`config.mk`:
```
export PLATFORM = sky130hd
export DESIGN_NAME = mac_array_seq
export DESIGN_NICKNAME = d
export VERILOG_FILES = /design/src/rtl/mac_ctrl_pkg.sv /design/src/rtl/valid_skew_line.sv /design/src/rtl/mac_array_seq.sv
export SDC_FILE = /design/constraint.sdc
export NUM_CORES = 1
export LEC_CHECK = 0
export CORE_ASPECT_RATIO = 1.2
export CORE_UTILIZATION = 40
export CTS_BUF_LIST = sky130_fd_sc_hd__clkbuf_16
export DETAILED_ROUTE_END_ITERATION = 10
export HOLD_SLACK_MARGIN = 0.08
export PLACE_DENSITY = 0.58
export SLEW_MARGIN = 10
export SYNTH_ARGS = -nofsm -noshare
export SYNTH_HDL_FRONTEND = slang
export SYNTH_HIERARCHICAL = 1
export SYNTH_SLANG_ARGS = --single-unit
```
`constraint.sdc`:
```
create_clock -name clk -period 7.8 [get_ports clk]
set_clock_uncertainty 0.05 [all_clocks]
set_input_delay 1.17 -clock clk [delete_from_list [all_inputs] [get_ports clk]]
set_output_delay 1.17 -clock clk [all_outputs]
set_load 0.05 [all_outputs]
```
`src/rtl/mac_ctrl_pkg.sv`:
```
`default_nettype none
// ============================================================================
//  Module   : mac_ctrl_pkg
//  Purpose  : Shared sequencer state encoding and MAC tile instruction codes
//  Revision : 1.0 - initial release
// ============================================================================
package mac_ctrl_pkg;

   // Sequencer phases: one kernel load, weight settle wait, execute, drain
   typedef enum logic [2:0] {
      IDLE  = 3'd0,
      KLOAD = 3'd1,
      KWAIT = 3'd2,
      EXEC  = 3'd3,
      DRAIN = 3'd4,
      DONE  = 3'd5
   } state_t;

   // 2-bit tile instruction driven into the array west edge
   localparam logic [1:0] INST_NOP   = 2'b00;
   localparam logic [1:0] INST_KLOAD = 2'b01;
   localparam logic [1:0] INST_EXEC  = 2'b10;

endpackage
`default_nettype wire

```
`src/rtl/valid_skew_line.sv`:
```
`default_nettype none
// ============================================================================
//  Module   : valid_skew_line
//  Purpose  : Shift register of single-bit valids with a contiguous run of
//             taps; tap t is the input delayed by FIRST_TAP + t cycles.
//             'empty' covers the input and every stage, so a valid that is
//             still entering the line keeps it non-empty.
//  Revision : 1.0 - initial release
// ============================================================================
module valid_skew_line #(
   parameter int FIRST_TAP = 9,
   parameter int NUM_TAPS  = 8
) (
   input  logic                clk,
   input  logic                reset,
   input  logic                din,
   output logic [NUM_TAPS-1:0] taps,
   output logic                empty
);

   localparam int c_depth = FIRST_TAP + NUM_TAPS - 1;

   // r_sr[k] holds din delayed by k cycles
   logic [c_depth:1] r_sr;
   logic [c_depth:0] w_line;

   assign w_line = {r_sr, din};
   assign empty  = ~|w_line;

   // Advance the line one stage per cycle; reset flushes every stage
   always_ff @(posedge clk) begin
      if (reset) begin
         r_sr <= '0;
      end else begin
         r_sr <= w_line[c_depth-1:0];
      end
   end

   generate
      for (genvar t = 0; t < NUM_TAPS; t++) begin : g_tap
         assign taps[t] = w_line[FIRST_TAP + t];
      end
   endgenerate

endmodule
`default_nettype wire

```
`src/rtl/mac_array_seq.sv`:
```
`default_nettype none
// ============================================================================
//  Module   : mac_array_seq
//  Purpose  : Sequencer for the weight-stationary MAC array. Issues col
//             kernel-load beats, waits col cycles for weights to settle,
//             issues act_len execute beats, then drains the output skew
//             line that produces per-column OFIFO write strobes.
//  Revision : 1.0 - initial release
// ============================================================================
module mac_array_seq #(
   parameter int row     = 8,
   parameter int col     = 8,
   parameter int len_bw  = 8,
   parameter int out_lat = row + 1
) (
   input  logic              clk,
   input  logic              reset,
   input  logic              start,
   input  logic [len_bw-1:0] act_len,
   input  logic              l0_empty,
   output logic              l0_rd,
   output logic [1:0]        inst,
   output logic [col-1:0]    ofifo_wr,
   output logic              busy,
   output logic              done
);

   import mac_ctrl_pkg::*;

   localparam logic [len_bw-1:0] c_col_last = len_bw'(col - 1);

   state_t            r_state;
   state_t            w_next_state;
   logic [len_bw-1:0] r_cnt;
   logic [len_bw-1:0] r_len;
   logic [len_bw-1:0] w_len_last;
   logic [1:0]        r_inst;
   logic [1:0]        w_issue_inst;
   logic              w_accept;
   logic              w_cnt_clr;
   logic              w_cnt_inc;
   logic              w_skew_empty;

   // Only evaluated in EXEC, where the latched length is known non-zero
   assign w_len_last = r_len - len_bw'(1);
   assign inst       = r_inst;

   // State register
   always_ff @(posedge clk) begin
      if (reset) begin
         r_state <= IDLE;
      end else begin
         r_state <= w_next_state;
      end
   end

   // Next-state, L0 read strobe, instruction to issue and status outputs
   always_comb begin
      w_next_state = r_state;
      w_issue_inst = INST_NOP;
      w_accept     = 1'b0;
      w_cnt_clr    = 1'b0;
      w_cnt_inc    = 1'b0;
      l0_rd        = 1'b0;
      busy         = (r_state != IDLE);
      done         = (r_state == DONE);
      case (r_state)
         IDLE: begin
            if (start) begin
               w_accept     = 1'b1;
               w_cnt_clr    = 1'b1;
               w_next_state = KLOAD;
            end
         end
         KLOAD: begin
            if (!l0_empty) begin
               l0_rd        = 1'b1;
               w_issue_inst = INST_KLOAD;
               if (r_cnt == c_col_last) begin
                  w_cnt_clr    = 1'b1;
                  w_next_state = KWAIT;
               end else begin
                  w_cnt_inc = 1'b1;
               end
            end
         end
         KWAIT: begin
            if (r_cnt == c_col_last) begin
               w_cnt_clr    = 1'b1;
               w_next_state = (r_len == '0) ? DRAIN : EXEC;
            end else begin
               w_cnt_inc = 1'b1;
            end
         end
         EXEC: begin
            if (!l0_empty) begin
               l0_rd        = 1'b1;
               w_issue_inst = INST_EXEC;
               if (r_cnt == w_len_last) begin
                  w_cnt_clr    = 1'b1;
                  w_next_state = DRAIN;
               end else begin
                  w_cnt_inc = 1'b1;
               end
            end
         end
         DRAIN: begin
            if (w_skew_empty) begin
               w_next_state = DONE;
            end
         end
         DONE: begin
            w_next_state = IDLE;
         end
         default: begin
            w_next_state = IDLE;
         end
      endcase
   end

   // Beat / wait counter, shared by KLOAD, KWAIT and EXEC
   always_ff @(posedge clk) begin
      if (reset || w_cnt_clr) begin
         r_cnt <= '0;
      end else if (w_cnt_inc) begin
         r_cnt <= r_cnt + len_bw'(1);
      end
   end

   // Job length held for the whole job so act_len may change freely
   always_ff @(posedge clk) begin
      if (reset) begin
         r_len <= '0;
      end else if (w_accept) begin
         r_len <= act_len;
      end
   end

   // Instruction lags l0_rd by one cycle to line up with L0 read data
   always_ff @(posedge clk) begin
      if (reset) begin
         r_inst <= INST_NOP;
      end else begin
         r_inst <= w_issue_inst;
      end
   end

   valid_skew_line #(
      .FIRST_TAP (out_lat),
      .NUM_TAPS  (col)
   ) u_skew (
      .clk   (clk),
      .reset (reset),
      .din   (r_inst[1]),
      .taps  (ofifo_wr),
      .empty (w_skew_empty)
   );

endmodule
`default_nettype wire

```
After elaboration in Yosys (flattened, before gate mapping):

Cells that the tools add are included.

* $add $sub $neg: 2
* reductions and logical operators: 7
* muxes and demuxes: 26
* equal/unequal tests: 14

Operators by type and width (count)
* 3-bit two-way mux: 8
* 17-bit OR reduction: 1
* 3-bit case mux with 5 select lines: 1
* 2-bit inequality test (second input constant): 7
* 1-bit two-way mux: 13
* 8-bit by 1-bit adder with 8-bit output (second input constant): 1
* 8-bit by 3-bit equality test with 1-bit output (second input constant): 1
* 8-bit equality test: 1
* 8-bit zero test: 1
* 8-bit by 1-bit subtractor with 8-bit output (second input constant): 1
* 7-bit AND reduction: 1
* 3-bit by 2-bit equality test with 1-bit output (second input constant): 2
* 3-bit equality test (second input constant): 2
* 1-bit case mux with 4 select lines: 1
* 2-bit case mux with 2 select lines: 1
* 3-bit by 1-bit equality test with 1-bit output (second input constant): 1
* 3-bit zero test: 1
* 1-bit case mux with 3 select lines: 1
* 3-bit nonzero test: 1
* 2-bit two-way mux: 1
* 2-bit OR reduction: 1
* 1-bit logical OR: 1

* output and inout bits: 13
* register bits: 37
* logic and storage cells: 54
* bits of input ports: 12

Longest topological paths before layout:

* depth after elaboration: 6
* mapped depth: 10
* depth with buffers taken out: 9

Cells and area by module:

Netlist, hierarchy kept.

Modules (own cells, without submodules)
* mac_array_seq: instances 1, cells an instance 171, area an instance 1353.8 µm², sequential area each 420.4 µm²
* valid_skew_line: instances 1, cells an instance 47, area an instance 529.3 µm², sequential area each 320.3 µm²

Worst setup path after synthesis:

No wires, ideal clock.

* kind: input -> output
* start: in l0_empty
* end: out l0_rd
* cell stages on the path: 1
* setup slack: 3819 ps
* data required time: 6580 ps
* buffers on the path: 0
* data arrival time: 2761 ps
* path through: nor3b_1

* longest elaborated chain between the ends: 2

Ends and longest elaborated chain
* start, declared: line mac_array_seq.sv:20 `input logic l0_empty,`
* 1-bit two-way mux: line mac_array_seq.sv:76, mac_array_seq.sv:96
* 1-bit two-way mux
* end, declared: line mac_array_seq.sv:21 `output logic l0_rd,`

Every way passes these cells.

Worst setup path in the final report:

Same ends and word-level chain as after synthesis.

==> results.cfg <==
[floorplan]
die_y_um = 77.2
core-area_um2 = 4560
ioPinCount = 25
rows = 27
fp.dieW_um = 64.6
start_util_pct = 41.3
die-area_um2 = 4990

[run]
maxCapViolCount = 0

[timing]
layout_setup_ws_ns = 3.32
min_period_ns = 4.48
slew_viol_final = 0
final.period_utilization_pct = 57.5
worstMarginPinSlew_ns = 0.961
fmaxAchievable_mhz = 223
final.setup.tns_ns = 0
timing.max_slew.rel_slack_pct = 35.5
setup-violations-final = 0
rsz0062_at_grt = false
final-hold-violation-count = 0

[worst_setup_path]
timing.rr.start = r_len[0]$_SDFFE_PP0P_
worstPathMaxFanout = 5
critPathLaunch = l0_empty
arrival_ns = 3.26
path_class = in2out
required_ns = 6.58
end_kind = primary output
start_kind = input port

[final_layout]
nNetsFinal = 247
fin_cells = 291
post-route-util_pct = 49.7
final_cell_mix = dfxtp_1, nand2_1, clkdlybuf4s50_1, nor2b_1, a21oi_1
diodes = 0
regArea_um2 = 741
final_common_cell = dfxtp_1
area_growth_pct = 20.4
multi_input_area_um2 = 1010
n_fill_cell = 446
drive_gt1_share_pct = 10.3

[place]
place_congestion = 0.835
io_buffers = 24
place_inst = 283
place_ws_ns = 3.31
dp_hpwl_um = 2660

[cts]
postCtsHoldBufs = 0
htreeDepth = 2
cts-root-buf = clkbuf_16
numCtsBuffers = 5
clk_pin_slew_ns = 0.06
clock_sinks = 37
tritoncts = yes
post_cts_resized = 0
clock_path_buffers = 2
clk_latency_ns = 0.28
cts_setup_buffers = 0

[routing]
postRouteAntennaNets = 0
drt_drc_violations_left = 2
drtIter0Drc = 41
vias = 1501
post_drt_wl_per_cell_um = 12.8
vias_per_cell = 5.16
wirelength_um = 3720
dr.pass1.iters = 7

[synth]
ys_seq_area_share_pct = 39.3
synth_area_um2 = 1880
synth_cells = 218
ys.warnings.count = 6
yosys.cell_types.count = 50
synth_nets = 233
syn_avg_cell_area_um2 = 8.64
ys_seq_elements = 37
ys.flop_type = dfxtp_1
synth-async-reset-ratio_pct = 0
synth-edff-count = 0

[pwr]
peakVddDrop_uv = 106
clkPwrFrac_pct = 47.6
combPwrFrac_pct = 11.1
p_seq_share_pct = 41.4
p_per_area_nw_per_um2 = 213
p_sw_uw = 115
fin_total_pwr_uw = 483
p_leak_uw = 0.000803
p_int_uw = 369
switching_share_pct = 23.7

[grt]
grt_max_degree = 31
grt_overflow = 0
grt_pass1_wl_um = 6630
antenna_found_initial = 0
groute.usage.overall_pct = 17.3
first_global_vias = 1457

[outcome]
status = finished with violations
violations = DRC

[hold_path]
worstHoldPathType = reg2reg
hp-start = u_skew/r_sr[1]$_SDFF_PP0_
metal layers:
metal | part of all wire, % | GRT usage (%)
met2 | 50 | 29.1
met5 | 0 | 0
met1 | 45 | 20.5
met3 | 2.3 | 4.46
met4 | 1.8 | 7.33
path summary, 6_finish.rpt:
check,cells after the start,slack (ns),end
hold / removal,1,0.42,u_skew/r_sr[2]$_SDFF_PP0_
setup reg to reg,8,4.88,r_cnt[2]$_SDFFE_PP0P_
hold reg to reg,1,0.42,u_skew/r_sr[2]$_SDFF_PP0_
setup / recovery,3,3.32,l0_rd
critical path, cell delays in order:
cell	delay (ns)
clkdlybuf4s50_1	0.44
nor3b_1	0.71
clkdlybuf4s50_1	0.94
stage by stage:
stage / hold slack, ns / area (µm²)
6_report: 0.417 / 2270
5_1_grt: 0.435 / 2270
4_1_cts: 0.420 / 2270
3_5_place_dp: 0.411 / 2100
3_3_place_gp: 0.408 / 2100
2_1_floorplan: 0.388 / 1880
cell usage after synthesis (2+ instances only):
library cell	instances	area share (%)
dfxtp_1	37	39
nand2_1	25	5.0
nor2b_1	18	6.0
a21oi_1	16	4.3
nor2_1	11	2.2
o21ai_0	9	2.4
buf_4	8	3.2
clkbuf_1	7	1.4
inv_1	6	1.2
or3_1	6	2.0
xor2_1	6	2.8
nand3_1	5	1.3
nor3_1	5	1.3
nand2b_1	4	1.3
xnor2_1	4	1.9
a211oi_1	3	1.2
ha_1	3	2.0
nor3b_1	3	1.2
nor4_1	3	1.0
a311oi_1	2	0.93
a31oi_4	2	2.3
buf_2	2	0.53
nand4_1	2	0.66
nor4b_1	2	0.93
o21ai_1	2	0.53
or3_2	2	0.80
or4_1	2	0.80
power groups by stage:
stage | Sequential (µW) | Combinational (µW) | Clock [µW]
5_1_grt | 201 | 59.8 | 247
3_5_place_dp | 204 | 53.9 | 0
3_3_place_gp | 204 | 53.9 | 0
4_1_cts | 200 | 54.1 | 237
6_report | 200 | 53.5 | 230
2_1_floorplan | 202 | 39.9 | 0
kinds of logic (layout without fill, tap and decap cells):
kind of cell / count (synthesis) / after routing / share of synthesized area, %
buf+inv: 24 / 39 / 6.91
compound gates: 45 / 45 / 16.9
flops: 37 / 37 / 39.3
fa+ha+maj: 3 / 3 / 1.99
mux: 1 / 1 / 0.532
simple gates: 98 / 98 / 29.7
xor+xnor: 10 / 10 / 4.65
area by class of cell:
cell class / instances / share of cell area, %
Multi-Input combinational cell: 157 / 44.6
Sequential cell: 37 / 32.7
Timing Repair Buffer: 25 / 10.9
Clock buffer: 5 / 5.52
Tap cell: 58 / 3.20
Clock inverter: 3 / 2.04
Inverter: 6 / 0.993
state kept, by name, summed over array words and instances, names as in the netlist:
signal       flops
u_skew/r_sr     16
r_cnt            8
r_state          3
inst             2
r_len            8
Note: power is estimated with default switching activity, not from simulation.
